**src/rtl/uart_bridge_frame_rx.sv**
```systemverilog
// UART bridge target: 8N1 byte receiver plus request-frame decoder.
// Each complete write/read frame is presented on a valid/ready request port.
module uart_bridge_frame_rx #(
   parameter int CLKS_PER_BIT = 434,
   parameter int ADDR_W       = 16,
   parameter int DATA_W       = 8,
   parameter int TIMEOUT_BITS = 20
) (
   input  logic              clk,
   input  logic              rst,
   input  logic              uart_rx,
   output logic              req_valid,
   input  logic              req_ready,
   output logic              req_write,
   output logic [ADDR_W-1:0] req_addr,
   output logic [DATA_W-1:0] req_wdata,
   output logic              frame_err,
   output logic              overrun
);
   localparam int TMR_W      = $clog2(CLKS_PER_BIT);
   localparam int TO_LIMIT   = TIMEOUT_BITS * CLKS_PER_BIT;
   localparam int TO_W       = $clog2(TO_LIMIT + 1);
   localparam int ADDR_BYTES = ADDR_W / 8;
   localparam int DATA_BYTES = DATA_W / 8;
   localparam logic [TMR_W-1:0] HALF_M1 = TMR_W'(CLKS_PER_BIT / 2 - 1);
   localparam logic [TMR_W-1:0] FULL_M1 = TMR_W'(CLKS_PER_BIT - 1);
   localparam logic [6:0]       SYNC_PAT = 7'b1010_010;

   typedef enum logic [1:0] {B_IDLE, B_START, B_DATA, B_STOP} byte_state_t;
   typedef enum logic [1:0] {F_HDR, F_ADDR, F_DATA, F_EMIT} frame_state_t;

   logic rx_meta_reg, rx_sync_reg, rx_prev_reg;
   byte_state_t bstate_reg, bstate_next;
   logic [TMR_W-1:0] timer_reg, timer_next;
   logic [2:0] bit_cnt_reg, bit_cnt_next;
   logic [7:0] shift_reg, shift_next;
   logic byte_strobe, stop_err, start_edge;

   frame_state_t fstate_reg, fstate_next;
   logic [1:0] bcnt_reg, bcnt_next;
   logic write_flag_reg, write_flag_next;
   logic [ADDR_W-1:0] addr_acc_reg, addr_acc_next;
   logic [DATA_W-1:0] data_acc_reg, data_acc_next;
   logic [TO_W-1:0] to_cnt_reg, to_cnt_next;
   logic req_valid_reg, req_valid_next, req_write_reg, req_write_next;
   logic [ADDR_W-1:0] req_addr_reg, req_addr_next;
   logic [DATA_W-1:0] req_wdata_reg, req_wdata_next;
   logic frame_err_reg, frame_err_next, overrun_reg, overrun_next;
   logic frame_take, err;

   assign start_edge = rx_prev_reg & ~rx_sync_reg;

   always_ff @(posedge clk or posedge rst) begin
      if (rst) begin
         rx_meta_reg    <= 1'b1;
         rx_sync_reg    <= 1'b1;
         rx_prev_reg    <= 1'b1;
         bstate_reg     <= B_IDLE;
         timer_reg      <= '0;
         bit_cnt_reg    <= '0;
         shift_reg      <= '0;
         fstate_reg     <= F_HDR;
         bcnt_reg       <= '0;
         write_flag_reg <= 1'b0;
         addr_acc_reg   <= '0;
         data_acc_reg   <= '0;
         to_cnt_reg     <= '0;
         req_valid_reg  <= 1'b0;
         req_write_reg  <= 1'b0;
         req_addr_reg   <= '0;
         req_wdata_reg  <= '0;
         frame_err_reg  <= 1'b0;
         overrun_reg    <= 1'b0;
      end else begin
         rx_meta_reg    <= uart_rx;
         rx_sync_reg    <= rx_meta_reg;
         rx_prev_reg    <= rx_sync_reg;
         bstate_reg     <= bstate_next;
         timer_reg      <= timer_next;
         bit_cnt_reg    <= bit_cnt_next;
         shift_reg      <= shift_next;
         fstate_reg     <= fstate_next;
         bcnt_reg       <= bcnt_next;
         write_flag_reg <= write_flag_next;
         addr_acc_reg   <= addr_acc_next;
         data_acc_reg   <= data_acc_next;
         to_cnt_reg     <= to_cnt_next;
         req_valid_reg  <= req_valid_next;
         req_write_reg  <= req_write_next;
         req_addr_reg   <= req_addr_next;
         req_wdata_reg  <= req_wdata_next;
         frame_err_reg  <= frame_err_next;
         overrun_reg    <= overrun_next;
      end
   end

   // Byte receiver: start bit checked at mid-bit, then every sample lands mid-bit.
   always_comb begin
      bstate_next  = bstate_reg;
      timer_next   = timer_reg;
      bit_cnt_next = bit_cnt_reg;
      shift_next   = shift_reg;
      byte_strobe  = 1'b0;
      stop_err     = 1'b0;
      case (bstate_reg)
         B_IDLE: begin
            if (start_edge) begin
               bstate_next = B_START;
               timer_next  = '0;
            end
         end
         B_START: begin
            if (timer_reg == HALF_M1) begin
               timer_next   = '0;
               bit_cnt_next = '0;
               bstate_next  = rx_sync_reg ? B_IDLE : B_DATA;
            end else begin
               timer_next = timer_reg + TMR_W'(1);
            end
         end
         B_DATA: begin
            if (timer_reg == FULL_M1) begin
               timer_next   = '0;
               shift_next   = {rx_sync_reg, shift_reg[7:1]};
               bit_cnt_next = bit_cnt_reg + 3'd1;
               if (bit_cnt_reg == 3'd7) bstate_next = B_STOP;
            end else begin
               timer_next = timer_reg + TMR_W'(1);
            end
         end
         default: begin
            if (timer_reg == FULL_M1) begin
               timer_next  = '0;
               bstate_next = B_IDLE;
               byte_strobe = rx_sync_reg;
               stop_err    = ~rx_sync_reg;
            end else begin
               timer_next = timer_reg + TMR_W'(1);
            end
         end
      endcase
   end

   // A byte arriving in the same cycle the pending request is accepted is still consumed.
   assign frame_take   = byte_strobe & (~req_valid_reg | req_ready);
   assign overrun_next = byte_strobe & req_valid_reg & ~req_ready;

   always_comb begin
      fstate_next     = fstate_reg;
      bcnt_next       = bcnt_reg;
      write_flag_next = write_flag_reg;
      addr_acc_next   = addr_acc_reg;
      data_acc_next   = data_acc_reg;
      to_cnt_next     = to_cnt_reg;
      req_valid_next  = req_valid_reg & ~req_ready;
      req_write_next  = req_write_reg;
      req_addr_next   = req_addr_reg;
      req_wdata_next  = req_wdata_reg;
      err             = 1'b0;
      case (fstate_reg)
         F_HDR: begin
            if (frame_take) begin
               if (shift_reg[7:1] == SYNC_PAT) begin
                  write_flag_next = shift_reg[0];
                  bcnt_next       = '0;
                  fstate_next     = F_ADDR;
               end else begin
                  err = 1'b1;
               end
            end
         end
         F_ADDR: begin
            if (frame_take) begin
               addr_acc_next = (addr_acc_reg << 8) | ADDR_W'(shift_reg);
               if (bcnt_reg == 2'(ADDR_BYTES - 1)) begin
                  bcnt_next   = '0;
                  fstate_next = write_flag_reg ? F_DATA : F_EMIT;
               end else begin
                  bcnt_next = bcnt_reg + 2'd1;
               end
            end
         end
         F_DATA: begin
            if (frame_take) begin
               data_acc_next = (data_acc_reg << 8) | DATA_W'(shift_reg);
               if (bcnt_reg == 2'(DATA_BYTES - 1)) begin
                  bcnt_next   = '0;
                  fstate_next = F_EMIT;
               end else begin
                  bcnt_next = bcnt_reg + 2'd1;
               end
            end
         end
         default: begin
            req_valid_next = 1'b1;
            req_write_next = write_flag_reg;
            req_addr_next  = addr_acc_reg;
            req_wdata_next = write_flag_reg ? data_acc_reg : '0;
            fstate_next    = F_HDR;
         end
      endcase

      // Inter-byte gap timer runs only while idle mid-frame with nothing pending.
      if (!(fstate_reg == F_ADDR || fstate_reg == F_DATA) || bstate_reg != B_IDLE || start_edge) begin
         to_cnt_next = '0;
      end else if (!req_valid_reg) begin
         if (to_cnt_reg == TO_W'(TO_LIMIT - 1)) begin
            to_cnt_next = '0;
            err         = 1'b1;
            fstate_next = F_HDR;
         end else begin
            to_cnt_next = to_cnt_reg + TO_W'(1);
         end
      end

      if (stop_err) begin
         err         = 1'b1;
         fstate_next = F_HDR;
      end
   end

   assign frame_err_next = err & ~overrun_next;

   assign req_valid = req_valid_reg;
   assign req_write = req_write_reg;
   assign req_addr  = req_addr_reg;
   assign req_wdata = req_wdata_reg;
   assign frame_err = frame_err_reg;
   assign overrun   = overrun_reg;
endmodule

```
**config.mk**
```make
export PLATFORM = sky130hd
export DESIGN_NAME = uart_bridge_frame_rx
export DESIGN_NICKNAME = d
export VERILOG_FILES = /design/src/rtl/uart_bridge_frame_rx.sv
export SDC_FILE = /design/constraint.sdc
export NUM_CORES = 1
export LEC_CHECK = 0
export CAP_MARGIN = 40
export CELL_PAD_IN_SITES_DETAIL_PLACEMENT = 1
export CELL_PAD_IN_SITES_GLOBAL_PLACEMENT = 1
export CORE_MARGIN = 4
export CORE_UTILIZATION = 30
export CTS_BUF_LIST = sky130_fd_sc_hd__clkbuf_8 sky130_fd_sc_hd__clkbuf_16
export DETAILED_ROUTE_END_ITERATION = 6
export HOLD_SLACK_MARGIN = 0.1
export PLACE_DENSITY = 0.55
export SETUP_SLACK_MARGIN = 0.4
export SLEW_MARGIN = 20
export SYNTH_ARGS = -nofsm -noshare
export SYNTH_HDL_FRONTEND = slang
export SYNTH_SLANG_ARGS = --single-unit
```
**constraint.sdc**
```tcl
create_clock -name clk -period 3.5 [get_ports clk]
set_input_delay 0.7 -clock clk [delete_from_list [all_inputs] [get_ports clk]]
set_output_delay 0.7 -clock clk [all_outputs]
set_load 0.01 [all_outputs]
```
; ---- After elaboration in Yosys (flattened, before gate mapping)
; Cells that the tools add are included.
[word_totals]
regBits = 96
latchBits = 0
ram_bits = 0
mem_bits_ro = 0
input_bits = 4
memories = 0
[classes]
add_sub_neg = 4
multipliers = 0
n_div = 0
n_lt_le_gt_ge = 0
n_eq_ne = 19
n_shift = 0
mux = 49
n_bitwise = 12
n_reduce_logical = 20
[op_table]
columns = op, count
row1 = $mux 2, 22
row2 = $mux 14, 3
row3 = $mux 9, 3
row4 = $pmux 2 s3, 3
row5 = $pmux 9 s2, 1
row6 = $ne 2x2->1 const B, 8
row7 = $or 16x8->16, 1
row8 = $add 14x1->14 const B, 1
row9 = $eq 14x14->1 const B, 1
row10 = $mux 1, 13
row11 = $reduce_and 5->1, 2
row12 = $add 9x1->9 const B, 1
row13 = $eq 9x8->1 const B, 1
row14 = $eq 9x9->1 const B, 1
row15 = $mux 8, 1
row16 = $eq 7x7->1 const B, 1
row17 = $and 1x1->1, 6
row18 = $eq 2x1->1 const B, 3
row19 = $logic_not 2->1, 3
row20 = $mux 3, 2
row21 = $pmux 3 s2, 1
row22 = $reduce_and 2->1, 3
row23 = $reduce_and 3->1, 2
row24 = $reduce_bool 3->1, 2
row25 = 11 further kinds, 19

; ---- Depth between registers and ports, before layout
; Gate-level depths: netlist (run 1).
[depth]
depth_word = 11
depth_mapped = 9
mapped_depth_nobuf = 7

; ---- Worst setup path before layout (run 1)
; Ideal clock, no wire load.
[synth_path]
path_type = reg-to-reg
start = register timer_reg[1]
end = register addr_acc_reg[0]
setup_ns = 0.125
arrival_time_ns = 2.054
required_ns = 3.375
setup_slack_ns = 1.321
path_stages_with_launch = 10
period_less_slack_ns = 2.179
path_cell_list = dfrtp_1 inv_1 ha_1 nand4bb_4 or4_1 buf_4 nor2_8 nand2_4 buf_6 mux2_4
[synth_via]
elab_chain_cells = 5
[synth_rtl]
columns = item, line
row1 = "start, declared", 34  ; logic [TMR_W-1:0] timer_reg, timer_next;
row2 = "start signal, assigned", 79  ; timer_reg <= timer_next;
row3 = $eq 9x9->1, 132  ; if (timer_reg == FULL_M1) begin
row4 = $mux 1, 132
row5 = $mux 1, 105  ; case (bstate_reg)
row6 = $and 1x1->1, 145  ; assign frame_take = byte_strobe & (~req_valid_reg | req_ready);
row7 = $reduce_and 2->1 (no line), n/a
row8 = "end signal, assigned", 85  ; addr_acc_reg <= addr_acc_next;
row9 = "end, declared", 42  ; logic [ADDR_W-1:0] addr_acc_reg, addr_acc_next;
; No other way between the ends.
; A chain may end at the register's enable or synchronous reset.

; ---- Worst setup path after layout (run 1)
[layout_path]
start = register timer_reg[1]
end = register write_flag_reg
[layout_via]
elab_chain_cells = 5
[layout_rtl]
columns = item, line
row1 = $eq 9x9->1, 132
row2 = $mux 1, 132
row3 = $mux 1, 105
row4 = $and 1x1->1, 145
row5 = $reduce_and 3->1 (no line), n/a
row6 = "end signal, assigned", 84  ; write_flag_reg <= write_flag_next;
row7 = "end, declared", 41  ; logic write_flag_reg, write_flag_next;
; No other way between the ends.

==> results of run 1 <==
[where the power goes]
group          internal (mW)  leakage [nW]  switching, mW
Combinational         0.0815         0.969          0.103
Clock                  0.503         0.132          0.431
Sequential              1.15          1.32         0.0541
Total                   1.73          2.42          0.588
[area by class of cell]
class	instances	share of cell area, %
clock inverter	5	0.781
multi-input combinational	249	36.7
tap	184	4.35
clock buffer	10	4.52
timing repair buffer	34	6.53
sequential	96	45.5
inverter	22	1.63
[per-stage QoR]
step           utilization (%)  cell area (um^2)  power [mW]  hold slack (ns)  setup slack, ns
6_report                  36.2              5290        2.32            0.357             1.04
5_1_grt                   36.2              5290        2.46            0.370            0.931
4_1_cts                   36.2              5290        2.37            0.358             1.04
3_5_place_dp              34.3              5010        1.41            0.347            0.978
2_1_floorplan                -              4490        1.35            0.345             1.32
3_3_place_gp              34.3              5000        1.40            0.347             1.05
[path summary, 6_finish.rpt]
kind,endpoint,slack [ns],depth (start not counted)
setup / recovery,write_flag_reg,1.04,7
hold / removal,rx_sync_reg,0.36,0
setup reg to reg,write_flag_reg,1.04,7
hold reg to reg,rx_sync_reg,0.36,0
max in group asynchronous,rx_prev_reg,2.26,3
min in group asynchronous,req_wdata[2],0.85,3
[placed cells by master (no fill, tap or decap), drive strengths merged, types with 3 or more instances in the layout]
cell	n
a31oi	4
clkbuf	10
nor3	8
nand4	5
clkdlybuf4s50	31
a21oi	6
o22ai	6
xnor2	8
nor2	25
dfrtp	93
and3	3
clkinvlp	3
ha	15
inv	23
nor3b	3
a22o	7
dfstp	3
nor4b	4
o311ai	3
mux2i	4
nand2	25
o21ai	20
nor2b	5
o21a	4
mux2	50
buf	3
nand3	12
nor4	5
[cell families after synthesis]
group / synth area share (%)
compound gates: 9.70
xor+xnor: 1.56
fa+ha+maj: 4.18
buf+inv: 3.23
flops: 53.6
mux: 14.3
simple gates: 13.4
[metal layers]
layer  share of wire, %  routed length (um)
met1                 46                4400
met2                 49                4640
met3                3.5                 330
met4                1.2                 110
met5                  0                   0
==> summary by stage, run 1 <==
Critical path
The highest cell delay on the worst timing path is 0.69 ns. Counting both buffers and inverters, the worst setup path holds a total of 1. The largest driver fanout on the critical path is 7. The critical path is of the register to register type. The critical path startpoint is timer_reg[1]. Traced cell by cell, the critical path runs through inv_1, ha_1, nand4bb_4, or4_1, nor2_8, nand4_1, mux2_1.

For the worst setup path, the data arrival time is 2.69 ns. In this design, the largest share of critical-path delay is due to simple AND/OR/NAND/NOR gates. The launch instance of the worst register-to-register path is timer_reg[1]. The worst path required time is roughly 3.7 ns. The worst setup path is launched from a register. The cell with the largest stage delay on the worst path is or4_1.

STA classifies the critical path endpoint as a register.

Power
The peak supply drop is between 0.3 and 0.4 mV. In this run the static leakage power is about 2.4 nW. Power spread over the standard cell area amounts to 439 mW/mm^2.

Layout
The number of inserted diodes is 0. The multi-input combinational cells in the finished layout cover a total of around 0.0019 mm^2. The area taken by flip-flops and latches is ~0.0024 mm^2. Compared with the post-synthesis result, the final layout area differs by 17.8%. The count of nets after finishing is approximately 430. The final cell count without fillers is 600. In the final layout, the share of cells above drive strength 1 is about a fifth. The layout has approximately 1600 filler cells.

CTS
In this run, post-CTS repair resized a total of 0 instances. The clock tree synthesis step divided the H-tree into 3 levels. Post-CTS timing repair inserted 0 buffers for setup. TritonCTS built the clock tree. Clock latency on the worst-skew pair, taken at its later pin, is ~0.35 ns. The worst-case clock buffer depth is 2. The clock-pin slew on the worst setup and hold paths is approximately 0.07 ns. The number of clock sinks seen by CTS is 96. The cell chosen for the clock root is clkbuf_16.

After clock tree synthesis, the flow added hold-fix buffers numbering 0. The number of clock buffers added by TritonCTS is 9.

Yosys
Counting every instance in the synthesized netlist gives about 380. The largest total area in the synthesized netlist belongs to dfrtp_1. The distinct cell type count after synthesis is 54. In this run, synthesis produced a sequential element count of between 90 and 100. The top cell type by area accounts for about half of the synthesized area. Counting flops with an async set or reset pin after synthesis yields a share of 100%. The number of warnings printed during yosys synthesis is 0. The mapped cell area is 0.00449 mm^2.

After synthesis, the cell types taking the most area are dfrtp_1 (52%), mux2_2 (9.8%), ha_1 (4.2%). The most used flip-flop cell after synthesis is dfrtp_1. A synthesized cell averages approximately 12 um^2. The portion of the post-synthesis area used by sequential elements is between 50% and 60%. The most numerous cell in the Yosys netlist is dfrtp_1.

Yosys mapped a number of flops with a built-in enable equal to 0. The number of nets handed over by synthesis was 398. Sorting the synthesized cells by how often they occur yields dfrtp_1 (93), mux2_2 (39), nor2_1 (24).

Route
The final routed DRC violation total is 0. In this run the remaining antenna-violating nets after routing total 0. The total wire length after detailed routing is between 9 and 10 mm.

The first TritonRoute pass finished after 4 iterations. The average vias per placed instance is roughly 5. The vias after detailed routing is roughly 3000. The count of routing violations after the opening detailed-route iteration is between 150 and 200.

In the final routed layout, each cell accounts on average for between 15 and 20 um.

Floorplanning
The die covers roughly 0.017 mm^2. The number of top-level pins is 32. The number of rows in the core area is 44. The total area inside the core boundary comes to around 0.015 mm^2. The initial utilization of the core area, before any placement, comes to slightly above 30%.

The die boundary width is about 130 um. The die extent in y is 130 um.

Global routing
The number of global-route vias before repair is ~3200. The global-route track usage on met1 is roughly 16%. The met3 global-route usage is 3.89%. The first global-routing pass estimated approximately 17 mm of wire. The total track usage is 12.4%. The global-route track usage on met2 is between 10% and 20%. Entering global routing, the biggest net connects 97 pins.

The total congestion overflow is 0. The most used routing layer in global routing is met2. The initial antenna violation count is 0.

Place
The final RePlAce weighted congestion is roughly 0.8. The number of placed instances, taps included is ~590. The detailed placer's ending HPWL is between 6 and 7 mm. Port buffering added 31 buffers.

Timing
Static timing analysis puts the maximum clock frequency at 406 MHz. Setup violations remaining at the end of the flow were counted as 0. After routing, the total negative slack on setup checks comes to 0 ns. The clock period minus final worst setup slack is around 2.5 ns. The slew of the pin with the lowest slew margin is 0.654 ns. The hold violation count in the final report is 0. The worst pin sits at a relative slew slack of 56.4%. The final-report max-slew violation count is 0. The clock skew after layout is 0.00599 ns.

Of the available clock period, the critical path in the final layout requires 70.3%. Setup repair after global routing left no endpoint under its margin.

Hold path
The startpoint identified for the worst hold timing path is rx_meta_reg. The worst hold-check path type is register to register.

Run status
The run finished with clean final reports.

Run
The tool flagged a number of max-cap violations equal to 0.
(Power assumes the default switching activity.)
==> run 2: changes to the inputs <==
- PLACE_DENSITY: 0.55 -> 0.57
- clock period: 3.5 -> 2.2 ns (I/O delays scaled with it)
==> run 2 against run 1 <==
Sequential share of layout area fell by 4.9 points. Via count rose by 5.9%. Combinational power rose to 2.9 times the previous value. Clock skew rose by 0.0032 ns. Routed wire length rose by 13%. Highest routed layer unchanged. Largest power group unchanged. Hold slack improved by 0.0014 ns. First-iteration DRC count fell by 42%. Die area did not move. Sequential power rose by 58%. Final cell count rose by 7.8%. Sequential cell count did not move. Critical path type unchanged.
==> summary by stage, run 2 (same netlist as run 1, synthesis figures left out) <==
Critical path
In this run the worst setup path terminates at write_flag_reg. The critical setup path kind is register to register. The path length in cells of the critical path is 7.

The largest driver fanout on the critical path is 4. The worst setup path is launched from a register. In this run the critical register-to-register path is captured at write_flag_reg. The number of buffers and inverters on the critical path is 1.

The highest cell delay on the worst timing path is about 0.47 ns. The critical path data arrival time is roughly 2.3 ns. Among all stages on the critical path, the largest delay is contributed by or4_4. Setup slack on the worst reg-to-reg path comes out at 0.18 ns. The most critical setup path has its startpoint at timer_reg[1]. The worst path required time is 2.44 ns.

The worst setup path is captured at a register. Traced cell by cell, the critical path runs through inv_2, ha_4, nand4bb_4, or4_4, nor2_8, nand4_1, mux2_4. The family of cells with the greatest summed delay on the critical path is simple AND/OR/NAND/NOR gates. Measured in cells, the most critical reg-to-reg path has a length of 7. The worst register-to-register path begins at timer_reg[1].

Layout
Cells with a size suffix above 1 make up 33.7% of the layout. The count of nets after finishing is 477. In the layout the commonest cells are dfrtp_1 (89), buf_4 (40), mux2_2 (37), clkdlybuf4s50_1 (31), nand2_1 (23). The most common cell after layout, fill and taps aside is dfrtp_1. The repair_antennas step left the layout with diodes totalling 0. The growth of design area from synthesis to finish is 32.2%.

Power
The clock network burns 41.3% of the power. The analysis attributes to cell leakage a power of approximately 2.7 nW. The switching fraction of total power is between 20% and 30%.

The internal cell power is around 3.0 mW. The post-layout total power is between 4 and 5 mW. The logic gate share of total power is between 10% and 20%. In this run the power density over the cells is 697 mW/mm^2.

The analysis attributes to net switching a power of about 1.1 mW. The worst-case IR drop observed on VDD is just under 0.4 mV. The register share of total power is 45.6%.

Timing
In the post-route analysis, the smallest setup slack over all paths is around 0.18 ns. The worst path uses between 90% and 100% of the clock period. The hold violation count in the final report is 0.

The clock arrives with around 0.0092 ns of skew. Static timing analysis puts the maximum clock frequency at slightly below 500 MHz. The clock period minus final worst setup slack is between 2 and 2.5 ns. Setup repair after global routing could not meet its margin everywhere. The final setup violation count is 0. The worst slew margin relative to its limit is a little over three fifths. The final-report max-slew violation count is 0.

The slew of the pin with the lowest slew margin is approximately 0.55 ns.

Run status
The flow ran to the end, and the final reports show no timing, DRC or antenna violations.

Floorplanning
The initial standard-cell utilization of the core is 30.8%. The floorplan step set the die width to about 130 um. The floorplan die area is approximately 0.017 mm^2. In this run the core area contains 44 standard-cell rows.

For this design the top-level I/O count stands at 32. The die is about 130 um tall. The core area is between 0.01 and 0.015 mm^2.

CTS
The TritonCTS clock tree is yes. The later pin in the worst-skew pair is clocked with a latency of between 0.3 and 0.4 ns. In this run the deepest clock path goes through 2 buffers.

Clock tree synthesis found a total of 96 sinks. The clock-pin slew on the worst setup and hold paths is around 0.07 ns. The cts-stage hold buffer count is 0.

In this run the clock root is driven by a clkbuf_16. The H-tree generated during clock tree synthesis spans 3 levels. The number of CTS-inserted buffers is 9.

Route
Wires add up to ~11 mm. The count of routing violations after the opening detailed-route iteration is between 100 and 150. The final routed DRC violation total is 0.

The average vias per placed instance is approximately 4.9. The number of detailed-route iterations in the first pass is 4. In the final routed layout, each cell accounts on average for ~17 um. The vias after detailed routing is 3186.

Once detail routing completed, the nets flagged for antenna violations numbered 0.

Global routing
The total track usage is a little over an eighth. The global-route wire length before repair is between 15 and 20 mm. The initial antenna violation count came to 0. The number of global-route vias before repair is ~3500. Entering global routing, the biggest net connects 28 pins. The total congestion overflow is 0.

Run
The total of max-cap violations is 0.

Place
Input and output buffers added on the ports amount to 31. The worst setup slack before clock tree synthesis is -0.0171 ns. The congestion estimate from routability-driven global placement came to around 0.84.

The detailed placer's ending HPWL is 7.00 mm.

Hold path
The worst hold-check path type is register to register.
==> run 2: changes by cell type in the layout (fill, tap and decap cells not counted), sizes merged <==
cell / previous run / this run
buf: 3 / 48
inv: 23 / 26
clkinvlp: 3 / 1
bufinv: 0 / 1
clkbuf: 10 / 9
nand3: 12 / 13
==> run 2: worst register-to-register path, cell delays in order (launching register included) <==
cell and delay (ns):
dfrtp_1 0.39, inv_2 0.08, ha_4 0.13, nand4bb_4 0.11, or4_4 0.47, nor2_8 0.13
nand4_1 0.22, mux2_4 0.37
==> run 2: worst min-delay path by stage <==
stage / slack (ns) / end / cells past startpoint / from
after detailed placement: 0.35 / rx_sync_reg / 0 / rx_meta_reg
after CTS: 0.36 / rx_sync_reg / 0 / rx_meta_reg
final: 0.36 / rx_sync_reg / 0 / rx_meta_reg
after floorplan: 0.35 / rx_sync_reg / 0 / rx_meta_reg
after global routing: 0.37 / rx_sync_reg / 0 / rx_meta_reg
after global placement: 0.35 / rx_sync_reg / 0 / rx_meta_reg
==> run 2: what timing repair did <==
| action | in CTS | in global routing |
|---|---|---|
| gates resized for setup | 28 | 25 |
| cloned | 1 | 0 |
| setup buffers | 15 | 9 |
| setup endpoints to repair | 58 | 65 |
| pin swaps | 8 | 5 |
==> run 2: power by group through the flow <==
stage | Combinational [mW] | Clock [mW] | Sequential (mW)
6_report | 0.542 | 1.71 | 1.89
2_1_floorplan | 0.247 | 0 | 1.93
3_5_place_dp | 0.411 | 0 | 1.92
3_3_place_gp | 0.397 | 0 | 1.92
5_1_grt | 0.600 | 1.85 | 1.90
4_1_cts | 0.508 | 1.79 | 1.89
==> run 2: layer usage <==
layer | vias up | global-route usage, % | share of wire, % | wire length, um
li1 | 1530 | - | - | -
met1 | 1607 | 17.3 | 46 | 4930
met2 | 39 | 22.1 | 49 | 5270
met3 | 10 | 3.32 | 3.2 | 341
met4 | 0 | 5.20 | 1.6 | 166
met5 | - | 0 | 0 | 0
==> run 2: per-stage QoR <==
stage	area (um^2)	cells	TNS, ns	hold WS [ns]	util [%]
after floorplan	4540	379	0	0.345	-
after global placement	5220	606	0	0.346	35.8
after detailed placement	5220	606	-0.0171	0.347	35.8
after CTS	5770	638	0	0.358	39.5
after global routing	5930	647	0	0.370	40.7
final	5930	647	0	0.358	40.7
==> run 2: area by class of cell <==
class	instances	area [um^2]
clock buffer	9	225
clock inverter	7	95.1
fill	1532	8660
inverter	22	86.3
multi-input combinational	250	2160
sequential	96	2410
tap	184	230
timing repair buffer	79	727
==> run 3: changes to the inputs <==
- SLEW_MARGIN: 20 -> not set
==> results of run 3 <==
No change in the layout: final DEF, timing and power equal those of run 2.
